### src/rtl/frame_bank_scheduler.sv
// Ping-pong bank scheduler for the two-channel frame FIFO.
// Assigns write banks, validates frames and queues full banks for read-out.
module frame_bank_scheduler #(
   parameter logic [8:0]  FRAME_WORDS = 9'd256,
   parameter logic [15:0] TIMEOUT     = 16'd5600,
   parameter logic [3:0]  CLR_CYCLES  = 4'd4
) (
   input  logic        iCLK,
   input  logic        iRST,
   input  logic        iFRAME_START,
   input  logic        iWR_WORD,
   input  logic        iFRAME_END,
   input  logic        iFRAME_ABORT,
   input  logic        iRD_DONE,
   output logic        oWR_GRANT,
   output logic        oSEL_CH_WR,
   output logic [1:0]  oACLR,
   output logic        oFRAME_RDY,
   output logic        oSEL_CH_RD,
   output logic [8:0]  oWORD_CNT,
   output logic        oERR_STB,
   output logic [15:0] oERR_CNT,
   output logic [15:0] oOVERRUN_CNT
);

   typedef enum logic [1:0] {B_FREE, B_FILL, B_READY, B_DRAIN} bankSt_e;
   typedef enum logic [1:0] {W_IDLE, W_FILL, W_CLEAR} wrSt_e;
   typedef enum logic {R_IDLE, R_BUSY} rdSt_e;

   bankSt_e     bank [2];
   bankSt_e     bankNxt [2];
   wrSt_e       wrSt, wrStNxt;
   rdSt_e       rdSt, rdStNxt;
   logic [1:0]  qCnt, qCntNxt;
   logic        q0, q1, q0Nxt, q1Nxt;
   logic        lastFill, lastNxt, prefNxt;
   logic [15:0] timer, timerNxt, timerInc;
   logic [3:0]  clrCnt, clrNxt;
   logic [8:0]  cntNxt;
   logic [1:0]  freeNxt, aclrNxt;
   logic        fail, grantNxt, selWrNxt, selRdNxt;
   logic        rdyNxt, errStbNxt;
   logic [15:0] errCntNxt, ovrCntNxt;

   always_comb begin
      bankNxt[0] = bank[0];
      bankNxt[1] = bank[1];
      wrStNxt    = wrSt;
      rdStNxt    = rdSt;
      qCntNxt    = qCnt;
      q0Nxt      = q0;
      q1Nxt      = q1;
      lastNxt    = lastFill;
      timerInc   = timer + 16'd1;
      timerNxt   = timer;
      clrNxt     = clrCnt;
      cntNxt     = oWORD_CNT;
      fail       = 1'b0;
      selWrNxt   = oSEL_CH_WR;
      selRdNxt   = oSEL_CH_RD;
      rdyNxt     = oFRAME_RDY;
      errStbNxt  = 1'b0;
      errCntNxt  = oERR_CNT;
      ovrCntNxt  = oOVERRUN_CNT;

      // Pop happens before push so a same-cycle push lands behind it.
      unique case (rdSt)
         R_IDLE: begin
            if (qCnt != 2'd0) begin
               selRdNxt      = q0;
               bankNxt[q0]   = B_DRAIN;
               rdyNxt        = 1'b1;
               rdStNxt       = R_BUSY;
               q0Nxt         = q1;
               qCntNxt       = qCnt - 2'd1;
            end
         end
         R_BUSY: begin
            if (iRD_DONE) begin
               bankNxt[oSEL_CH_RD] = B_FREE;
               rdyNxt              = 1'b0;
               rdStNxt             = R_IDLE;
            end
         end
         default: ;
      endcase

      unique case (wrSt)
         W_IDLE: begin
            if (iFRAME_START) begin
               if (oWR_GRANT) begin
                  bankNxt[oSEL_CH_WR] = B_FILL;
                  lastNxt             = oSEL_CH_WR;
                  cntNxt              = 9'd0;
                  timerNxt            = 16'd0;
                  wrStNxt             = W_FILL;
               end else if (oOVERRUN_CNT != 16'hFFFF) begin
                  ovrCntNxt = oOVERRUN_CNT + 16'd1;
               end
            end
         end
         W_FILL: begin
            if (iWR_WORD)
               cntNxt = oWORD_CNT + 9'd1;
            if (iFRAME_ABORT) begin
               fail = 1'b1;
            end else if (iWR_WORD && oWORD_CNT == FRAME_WORDS) begin
               fail = 1'b1;
            end else if (iFRAME_END) begin
               if (cntNxt == FRAME_WORDS) begin
                  bankNxt[oSEL_CH_WR] = B_READY;
                  if (qCntNxt == 2'd0)
                     q0Nxt = oSEL_CH_WR;
                  else
                     q1Nxt = oSEL_CH_WR;
                  qCntNxt = qCntNxt + 2'd1;
                  wrStNxt = W_IDLE;
               end else begin
                  fail = 1'b1;
               end
            end else if (iWR_WORD) begin
               timerNxt = 16'd0;
            end else begin
               timerNxt = timerInc;
               if (timerInc == TIMEOUT)
                  fail = 1'b1;
            end
         end
         W_CLEAR: begin
            clrNxt = clrCnt + 4'd1;
            if (clrCnt == CLR_CYCLES - 4'd1) begin
               bankNxt[oSEL_CH_WR] = B_FREE;
               wrStNxt             = W_IDLE;
            end
         end
         default: ;
      endcase

      if (fail) begin
         wrStNxt   = W_CLEAR;
         clrNxt    = 4'd0;
         errStbNxt = 1'b1;
         if (oERR_CNT != 16'hFFFF)
            errCntNxt = oERR_CNT + 16'd1;
      end

      // Grant and write bank are precomputed from next-cycle bank state.
      freeNxt[0] = (bankNxt[0] == B_FREE);
      freeNxt[1] = (bankNxt[1] == B_FREE);
      prefNxt    = ~lastNxt;
      grantNxt   = (wrStNxt == W_IDLE) && (freeNxt != 2'b00);
      if (wrStNxt == W_IDLE) begin
         if (freeNxt[prefNxt])
            selWrNxt = prefNxt;
         else if (freeNxt[lastNxt])
            selWrNxt = lastNxt;
      end
      aclrNxt = (wrStNxt == W_CLEAR) ? (2'b01 << selWrNxt) : 2'b00;
   end

   always_ff @(posedge iCLK) begin
      if (iRST) begin
         bank[0]      <= B_FREE;
         bank[1]      <= B_FREE;
         wrSt         <= W_IDLE;
         rdSt         <= R_IDLE;
         qCnt         <= 2'd0;
         q0           <= 1'b0;
         q1           <= 1'b0;
         lastFill     <= 1'b1;
         timer        <= 16'd0;
         clrCnt       <= 4'd0;
         oWR_GRANT    <= 1'b0;
         oSEL_CH_WR   <= 1'b0;
         oACLR        <= 2'b11;
         oFRAME_RDY   <= 1'b0;
         oSEL_CH_RD   <= 1'b0;
         oWORD_CNT    <= 9'd0;
         oERR_STB     <= 1'b0;
         oERR_CNT     <= 16'd0;
         oOVERRUN_CNT <= 16'd0;
      end else begin
         bank[0]      <= bankNxt[0];
         bank[1]      <= bankNxt[1];
         wrSt         <= wrStNxt;
         rdSt         <= rdStNxt;
         qCnt         <= qCntNxt;
         q0           <= q0Nxt;
         q1           <= q1Nxt;
         lastFill     <= lastNxt;
         timer        <= timerNxt;
         clrCnt       <= clrNxt;
         oWR_GRANT    <= grantNxt;
         oSEL_CH_WR   <= selWrNxt;
         oACLR        <= aclrNxt;
         oFRAME_RDY   <= rdyNxt;
         oSEL_CH_RD   <= selRdNxt;
         oWORD_CNT    <= cntNxt;
         oERR_STB     <= errStbNxt;
         oERR_CNT     <= errCntNxt;
         oOVERRUN_CNT <= ovrCntNxt;
      end
   end

endmodule
### config.mk
export PLATFORM = sky130hd
export DESIGN_NAME = frame_bank_scheduler
export DESIGN_NICKNAME = d
export VERILOG_FILES = /design/src/rtl/frame_bank_scheduler.sv
export SDC_FILE = /design/constraint.sdc
export NUM_CORES = 1
export LEC_CHECK = 0
export CORE_MARGIN = 5
export CORE_UTILIZATION = 45
export CTS_BUF_LIST = sky130_fd_sc_hd__clkbuf_16
export DETAILED_ROUTE_END_ITERATION = 7
export HOLD_SLACK_MARGIN = 0.08
export PLACE_DENSITY = 0.75
export SLEW_MARGIN = 10
export SYNTH_ARGS = -nofsm -noshare
export SYNTH_HDL_FRONTEND = slang
export SYNTH_SLANG_ARGS = --single-unit
### constraint.sdc
create_clock -name iCLK -period 4.3 [get_ports iCLK]
set_clock_uncertainty 0.05 [all_clocks]
set_input_delay 0.645 -clock iCLK [delete_from_list [all_inputs] [get_ports iCLK]]
set_output_delay 0.645 -clock iCLK [all_outputs]
set_load 0.05 [all_outputs]
# Yosys cells after proc, flatten, opt, wreduce, memory -nomap -nowiden
# Memory sizes are Yosys's and may differ from the RTL's.
# Cells that the tools add are included.
# op_classes
reduce_logical,21
shift,1
n_mux,83
eq_ne,16
n_addsub,7
order_cmp,8
bitwise_logic,22
# ops
cell,n
$mux W16,6
$add A16 B1 Y16 const B,3
$mux W2,21
$mux W4,9
$mux W9,4
$mux W1,33
$ne A16 B16 Y1 const B,2
$pmux W16 S2,1
$eq A9 B9 Y1 const B,2
$pmux W9 S2,1
$eq A16 B13 Y1 const B,1
$ne A2 B2 Y1 const B,7
$pmux W4 S3,1
$reduce_and A6 Y1,2
$logic_not A2 Y1,5
$add A9 B1 Y9 const B,1
$and A4 B4 Y4,2
$not A4 Y4,2
$pmux W4 S2,1
$demux W2 S1,3
$ge A2 B2 Y1 const B,3
$lt A2 B1 Y1 const B,3
$not A1 Y1,6
$not A1 Y2,3
21 further kinds,36
# word_totals
n_memories,1
mem_bits_rw,4
regBits,76
in_bits,7
wordCells,176
# mem_list
name,words,width,rd,rd_ports_with_merged_regs,wr,line,rtl
bank,2,2,2,0,2,30,bankSt_e bank [2];

# Logic depth before layout (Yosys ltp)
# Gate-level depths: netlist of run 1.
# logic_depth
ltp_word,23
mapped_depth,12
mapped_depth_nobuf,10

# Worst setup path before layout of run 1
# No wires, ideal clock.
# synth_timing
path_type,flip-flop to flip-flop
startpoint,register timer[0]
endpoint,register oERR_CNT[12]
setup_time_ns,0.121
t_arrival_ns,2.866
path_stages_with_launch,11
slack_ns,1.263
cell_sequence,dfxtp_1 ha_1 buf_2 nand3_1 a2111oi_0 a2bb2oi_1 or4b_4 o31ai_4 nand3_1 nor3_1 mux2_2
# synth_between
elab_chain_len,9
# synth_lines
item,line,rtl
"start, declared",37,"logic [15:0] timer, timerNxt, timerInc;"
"start signal, assigned",191,timer <= timerNxt;
$add A16 B1 Y16,54,timerInc = timer + 16'd1;
$eq A16 B13 Y1,125,if (timerInc == TIMEOUT)
$mux W1,125,
$mux W1,121,end else if (iWR_WORD) begin
$mux W1,109,end else if (iFRAME_END) begin
$mux W1,107,end else if (iWR_WORD && oWORD_CNT == FRAME_WORDS) begin
$mux W1,105,if (iFRAME_ABORT) begin
$mux W1,88,unique case (wrSt)
$reduce_and A2 Y1 (no line),--,
"end signal, assigned",200,oERR_CNT <= errCntNxt;
"end, declared",22,"output logic [15:0] oERR_CNT,"
# No other way between the ends.
# A chain may end at the register's enable or synchronous reset.

# Worst setup path in the final report of run 1
# Ends and elaborated chain as after synthesis.

==> qor.yml, run 1 <==
status: "finished clean"
met1_usage: 0.210
r2r-end: "oERR_CNT[12]"
synth_nets: 546
crit_fanout: 10
critPathRequiredTime_ns: 4.47
drc: 0
arrival_ns: 3.70
cp-start-kind: "flop"
setup_viol: 0
drive_gt1_frac: 0.0571
antenna_found_initial: 0
use_met3: 0.0415
clockRootBuffer: "clkbuf_16"
crit_path_end_kind: "flop"
netlist_area_um2: 4250
clock_latency_ns: 0.33
multi_input_area_um2: 2490
cts_resized: 0
final_nets: 589
first_global_vias: 3701
grt_pass1_wl_um: 16900
period_share: 0.821
numCtsBuffers: 9
via_per_inst: 5.56
maxCapViolCount: 0
timing.slew.headroom: 0.473
timing.rr.start: "timer[0]"
wl_per_cell_um: 14.0
syn_inst: 531
postCtsHoldBufs: 0
busiest_layer: "met2"
area_growth_pct: 21.6
die_x_um: 107
async_reset_ff_frac: 0
htree_levels: 3
seq_area_um2: 1600
p_leak_nw: 1.79
yosys.cell_types.count: 61
cts_sinks: 80
clockBufferDepth: 2
hpwl_um: 7190
wirelength_um: 9930
io_buffers: 54
hold_violations: 0
num_antenna_cells: 0
met2_usage: 0.312
endpoint: "oERR_CNT[12]"
rows: 35
grt_max_degree: 46
ys_seq_elements: 80
tightestPinTransition_ns: 0.791
yosysWarnings: 0
gp_congestion: 0.885
postCtsSetupBuffers: 0
postRouteAntennaNets: 0
holdWs_ns: 0.418
rrSetupSlack_ns: 0.77
vias: 3932
power.density_nw_per_um2: 353
synth-edff-count: 0
tritoncts: "yes"
synth_top_area_frac: 0.376
io_pins: 55
ir_drop_uv: 230
die_h_um: 107
grt_util_all_layers: 0.178
tns_ns: 0
die_area_um2: 11500
cp-startpoint: "timer[0]"
drtIter0Drc: 157
r2r.worst_path.cells: 9
critPathKind: "reg2reg"
synth_common_cells: "dfxtp_1, nor2_1, a21oi_1"
path_clk_slew_ns: 0.06
period_needed_ns: 3.53
synth_ff_type: "dfxtp_1"
fill_cells: 838
synth_top_cell_by_area: "dfxtp_1"
yosysSeqAreaShare: 0.376
syn_area_per_cell_um2: 8.01
core_area_um2: 9240
rsz0062_at_grt: "false"
slew_viol_final: 0
synth.area.top_cells: "dfxtp_1, nor2_1, a21oi_1, xor2_1, nand3_1"
drtPass1Iterations: 4
clock.fmax_ghz: 0.283
hold_path.class: "reg2reg"
initial_utilization: 0.460
grt_overflow_total: 0
## cells in the final DEF, fill, tap and decap left out, types with 4 or more instances in the layout
| cell | instances |
|---|---|
| a211oi_1 | 4 |
| xor2_1 | 20 |
| and3_1 | 8 |
| o21ai_0 | 28 |
| and4_1 | 5 |
| a21oi_1 | 41 |
| nand3b_1 | 10 |
| inv_1 | 10 |
| xnor2_1 | 12 |
| o31ai_1 | 5 |
| clkdlybuf4s50_1 | 53 |
| a31oi_1 | 7 |
| or2_2 | 5 |
| nand2b_1 | 9 |
| dfxtp_1 | 80 |
| or4_1 | 5 |
| or3_1 | 8 |
| a311oi_1 | 6 |
| nor2_1 | 80 |
| ha_1 | 8 |
| nand4_1 | 12 |
| buf_4 | 5 |
| a21o_1 | 4 |
| and2_1 | 5 |
| nand2_1 | 33 |
| mux2i_1 | 5 |
| clkbuf_16 | 9 |
| nor2b_1 | 5 |
| nor3_1 | 19 |
| nand3_1 | 28 |
## cells by family after synthesis
| kind of cell | synth area share |
|---|---|
| simple gates | 0.302 |
| compound gates | 0.179 |
| flops | 0.376 |
| buf+inv | 0.0385 |
| xor+xnor | 0.0659 |
| fa+ha+maj | 0.0235 |
| mux | 0.0144 |
## report_power, final
group | internal, mW | switching [mW]
Clock | 0.503 | 0.292
Sequential | 0.762 | 0.0300
Combinational | 0.0830 | 0.156
Total | 1.35 | 0.478
## layer usage
metal,vias to the layer above,routed length [um]
met2,78,4930
met1,1843,4400
met4,0,144
li1,1998,-
met3,13,456
met5,-,0
## sequential cells by signal, indices dropped and copies added (netlist names)
| register | flops |
|---|---|
| timer | 16 |
| oERR_CNT | 16 |
| qCnt | 2 |
| bank | 4 |
| oACLR | 2 |
| lastFill | 1 |
| wrSt | 2 |
| rdSt | 1 |
| clrCnt | 4 |
| q0 | 1 |
| oSEL_CH_RD | 1 |
| q1 | 1 |
| oWORD_CNT | 9 |
| oERR_STB | 1 |
| oFRAME_RDY | 1 |
| oSEL_CH_WR | 1 |
| oWR_GRANT | 1 |
| oOVERRUN_CNT | 16 |
## worst max-delay path, cell delays in order, from the launching register on
cell       delay (ns)
dfxtp_1          0.44
ha_1             0.34
nand3_1          0.28
o32ai_2          0.20
a2bb2oi_1        0.10
or4b_4           0.56
o31ai_4          0.48
nand3_1          0.31
nor3_1           0.30
mux2_2           0.36
## worst min-delay path by stage
stage | from | end | slack, ns | cells past startpoint
after global routing | oFRAME_RDY | oFRAME_RDY | 0.44 | 1
final | oFRAME_RDY | oFRAME_RDY | 0.42 | 1
after detailed placement | oFRAME_RDY | oFRAME_RDY | 0.41 | 1
after CTS | oFRAME_RDY | oFRAME_RDY | 0.43 | 1
after floorplan | q1 | q1 | 0.39 | 2
after global placement | oFRAME_RDY | oFRAME_RDY | 0.40 | 1
## metrics by stage
stage	util	power (mW)	std cells	setup WS, ns	area [um^2]
global placement	0.526	1.04	692	0.764	4860
global route	0.560	1.90	707	0.555	5170
floorplan	-	0.978	531	1.26	4250
detailed placement	0.526	1.05	692	0.632	4860
finish	0.560	1.83	707	0.771	5170
CTS	0.560	1.84	707	0.790	5170
## area by class of cell
| cell class | count | area share |
|---|---|---|
| multi-input combinational | 414 | 0.481 |
| clock inverter | 6 | 0.0164 |
| timing repair buffer | 59 | 0.111 |
| inverter | 10 | 0.00726 |
| sequential | 80 | 0.310 |
| tap | 129 | 0.0312 |
| clock buffer | 9 | 0.0435 |
Power figures use the tool's default switching activity.
==> inputs of run 2 (changes only) <==
Settings changed: PLACE_DENSITY 0.75 to 0.78.
Clock period 4.3 ns to 3.14 ns, I/O delays scaled along.
==> run 2 against run 1 <==
  * Hold slack worse by 0.0039 ns
  * Combinational power up 51%
  * Maximum frequency up 18%
  * Via count up 3.2%
  * Cell count up 2.5%
  * Highest routed layer unchanged
==> qor.yml, run 2 (synthesis results as in run 1) <==
power_switching_mw: 0.682
clkPwrFrac: 0.415
maxCapViolCount: 0
rows: 35
clock.fmax_ghz: 0.333
via_per_inst: 5.60
die_x_um: 107
num_antenna_cells: 0
crit_path_end_kind: "flop"
power.internal_mw: 1.79
hp-start: "q1"
tritoncts: "yes"
grt_pass1_wl_um: 17600
wirelength_um: 10400
postRouteAntennaNets: 0
numCtsBuffers: 9
crit_fanout: 7
drtIter0Drc: 186
area_growth_pct: 25.0
ir_drop_uv: 315
io_pins: 55
wl_per_cell_um: 14.4
first_global_vias: 3844
power_mw: 2.47
final_cell_mix: "nor2_1, dfxtp_1, clkdlybuf4s50_1"
io_buffers: 54
power.density_nw_per_um2: 465
grt_max_degree: 66
clockBufferDepth: 2
hold_path.class: "reg2reg"
drive_gt1_frac: 0.0973
core_area_um2: 9240
rsz0062_at_grt: "true"
period_share: 0.955
cts_resized: 0
die_h_um: 107
grt_util_all_layers: 0.187
arrival_ns: 3.18
gp_congestion: 0.931
final_area_um2: 5320
switching_share: 0.276
vias: 4057
postCtsSetupBuffers: 0
critPathRequiredTime_ns: 3.32
drc: 0
placedInstanceArea_um2: 5010
clockRootBuffer: "clkbuf_16"
clock_latency_ns: 0.34
period_needed_ns: 3.00
setup_viol: 0
drtPass1Iterations: 5
status: "finished clean"
hpwl_um: 7380
slew_viol_final: 0
timing.slew.headroom: 0.248
hold_violations: 0
tightestPinTransition_ns: 1.13
p_seq_frac: 0.439
final_common_cell: "nor2_1"
die_area_um2: 11500
htree_levels: 3
final_nets: 607
cts_sinks: 80
postCtsHoldBufs: 0
grt_overflow_total: 0
critPathKind: "reg2reg"
cp-start-kind: "flop"
path_clk_slew_ns: 0.06
combPwrFrac: 0.146
top_regs: "oERR_CNT (16), oOVERRUN_CNT (16), timer (16)"
antenna_found_initial: 0
p_leak_nw: 1.87
timing.rr.start: "timer[0]"
cp-startpoint: "timer[0]"
initial_utilization: 0.460
## run 2: cell types whose count changed in the layout (fill, tap and decap cells not counted), sizes merged
cell	previous run	this run
bufinv	2	1
buf	6	24
clkinvlp	0	1
## run 2: worst paths after layout
| check | endpoint | slack [ns] | cells after the start |
|---|---|---|---|
| max | oERR_CNT[12] | 0.14 | 9 |
| max reg2reg | oERR_CNT[12] | 0.14 | 9 |
| min | q1 | 0.41 | 2 |
| min reg2reg | q1 | 0.41 | 2 |
## run 2: cell type report
| class | count | area [um^2] |
|---|---|---|
| repair buffers | 77 | 721 |
| fillers | 820 | 3920 |
| flip-flops and latches | 80 | 1600 |
| well taps | 129 | 161 |
| inverters | 10 | 37.5 |
| clock inverters | 6 | 61.3 |
| clock buffers | 9 | 225 |
| multi-input cells | 414 | 2510 |
## run 2: power groups by stage
stage	Sequential (mW)	Clock, mW	Combinational (mW)
CTS	1.08	1.05	0.356
global route	1.09	1.09	0.392
global placement	1.10	0	0.349
detailed placement	1.11	0	0.354
finish	1.09	1.03	0.360
floorplan	1.15	0	0.189
## run 2: layer usage
layer	vias up	global-route usage	share of wire
li1	2025	-	-
met1	1934	0.217	0.43
met2	89	0.337	0.51
met3	9	0.0512	0.048
met4	0	0.0466	0.010
met5	-	0	0
## run 2: stage by stage
stage | setup WS, ns | util | hold WS (ns) | setup TNS, ns | instances
2_1_floorplan | 0.103 | - | 0.393 | 0 | 531
3_5_place_dp | -0.178 | 0.542 | 0.408 | -0.706 | 710
4_1_cts | 0.0496 | 0.573 | 0.417 | 0 | 725
5_1_grt | -0.00333 | 0.575 | 0.446 | -0.00472 | 725
6_report | 0.141 | 0.575 | 0.414 | 0 | 725
3_3_place_gp | -0.0543 | 0.542 | 0.398 | -0.192 | 710
## run 2: critical path, stage by stage (launching register included)
cell and delay (ns):
dfxtp_1 0.43, ha_2 0.27, nand3_1 0.15, o32ai_2 0.15, a2bb2oi_1 0.09, or4b_4 0.56
o31ai_4 0.39, nand3_2 0.19, nor3_1 0.25, mux2_2 0.36
==> inputs of run 3 (changes only) <==
Settings changed: CTS_CLUSTER_DIAMETER set to 100, REMOVE_ABC_BUFFERS set to 1.
==> run 3 against run 2 <==
  * Flip-flop and latch count is the same
  * Maximum frequency grew 0.34%
  * Critical endpoint is now oERR_CNT[8]
  * Core utilization hardly changed
  * Cell count down 0.14%
  * Wire length grew 0.60%
  * First-iteration DRC count grew 78%
  * Clock-buffer cell count unchanged
  * Clock power rose by 8%
  * Critical path type unchanged
==> qor.yml, run 3 (synthesis results as in run 1) <==
vias: 4069
hold_path.class: "reg2reg"
rows: 35
num_antenna_cells: 0
grt_overflow_total: 0
die_area_um2: 11500
r2r-end: "oERR_CNT[8]"
final_area_um2: 5320
timing.slew.headroom: 0.307
tightestPinTransition_ns: 1.04
fill_cells: 805
postCtsSetupBuffers: 0
drtIter0Drc: 331
clock_latency_ns: 0.33
rrSetupSlack_ns: 0.15
hp-start: "oFRAME_RDY"
critPathKind: "reg2reg"
via_per_inst: 5.62
crit_fanout: 9
tns_ns: 0
numCtsBuffers: 9
cp-startpoint: "timer[0]"
hold_violations: 0
top_regs: "oERR_CNT (16), oOVERRUN_CNT (16), timer (16)"
period_share: 0.952
htree_levels: 3
grt_util_all_layers: 0.188
final_nets: 605
die_h_um: 107
io_buffers: 54
die_x_um: 107
setup_viol: 0
antenna_found_initial: 0
first_global_vias: 3837
ir_drop_uv: 295
p_leak_nw: 1.87
final_cell_mix: "nor2_1, dfxtp_1, clkdlybuf4s50_1"
period_needed_ns: 2.99
drive_gt1_frac: 0.0908
status: "finished clean"
final_common_cell: "nor2_1"
arrival_ns: 3.19
postRouteAntennaNets: 0
clock.fmax_ghz: 0.335
drtPass1Iterations: 7
gp_congestion: 0.892
grt_pass1_wl_um: 17800
final_util: 0.576
r2r.worst_path.cells: 10
tritoncts: "yes"
core_area_um2: 9240
crit_path_end_kind: "flop"
initial_utilization: 0.460
grt_max_degree: 61
maxCapViolCount: 0
multi_input_area_um2: 2510
io_pins: 55
clockRootBuffer: "clkbuf_16"
area_growth_pct: 25.1
clockBufferDepth: 2
slew_viol_final: 0
timing.rr.start: "timer[0]"
path_clk_slew_ns: 0.06
cts_sinks: 80
critPathRequiredTime_ns: 3.34
seq_area_um2: 1600
hpwl_um: 7530
cp-start-kind: "flop"
wl_per_cell_um: 14.5
placedInstanceArea_um2: 4980
power.density_nw_per_um2: 478
wirelength_um: 10500
endpoint: "oERR_CNT[8]"
rsz0062_at_grt: "true"
drc: 0
## run 3: cell count changes in the layout (fill, tap and decap cells not counted), sizes merged
cell | previous run | this run
clkinv | 4 | 3
bufinv | 1 | 2
inv | 10 | 11
buf | 24 | 22
## run 3: layer usage
metal  wire, um  vias up  GRT usage
li1           -     2027          -
met1       4610     1908      0.228
met2       5220      114      0.323
met3        511       20     0.0464
met4        156        0     0.0658
met5          0        -          0
## run 3: area by class of cell
cell class	count	area share
sequential	80	0.301
multi-input combinational	414	0.471
inverter	10	0.00706
clock buffer	9	0.0423
tap	129	0.0303
clock inverter	7	0.0176
timing repair buffer	75	0.130
## run 3: power by group
part           total (mW)  switching (mW)  leakage [nW]  internal (mW)
Combinational       0.352           0.222          1.07          0.130
Clock                1.11           0.414         0.153          0.696
Sequential           1.08          0.0411         0.647           1.04
## run 3: worst max-delay path: stages, from the launching register on
cell and delay, ns:
dfxtp_1 0.37, buf_4 0.16, and4_1 0.23, nand3b_1 0.18, mux2i_1 0.22, or4b_4 0.51
o31ai_4 0.29, buf_4 0.21, nand2_2 0.11, or4_1 0.42, a21oi_1 0.14
## run 3: worst min-delay path by stage
stage | endpoint | slack [ns] | depth (start not counted)
2_1_floorplan | q1 | 0.39 | 2
3_3_place_gp | oFRAME_RDY | 0.40 | 1
3_5_place_dp | oFRAME_RDY | 0.40 | 1
4_1_cts | oFRAME_RDY | 0.42 | 1
5_1_grt | oFRAME_RDY | 0.46 | 1
6_report | oFRAME_RDY | 0.41 | 1
## run 3: stage by stage
step | power, mW | setup slack, ns | cells | hold slack [ns]
2_1_floorplan | 1.31 | -0.0269 | 504 | 0.387
3_3_place_gp | 1.45 | -0.000202 | 708 | 0.396
3_5_place_dp | 1.45 | -0.263 | 708 | 0.403
4_1_cts | 2.57 | 0.0176 | 724 | 0.418
5_1_grt | 2.65 | -0.00128 | 724 | 0.459
6_report | 2.55 | 0.151 | 724 | 0.412
## run 3: repair_timing
item,CTS,global route
setup endpoints to repair,0,11
gates resized for setup,0,4
hold buffers,0,0
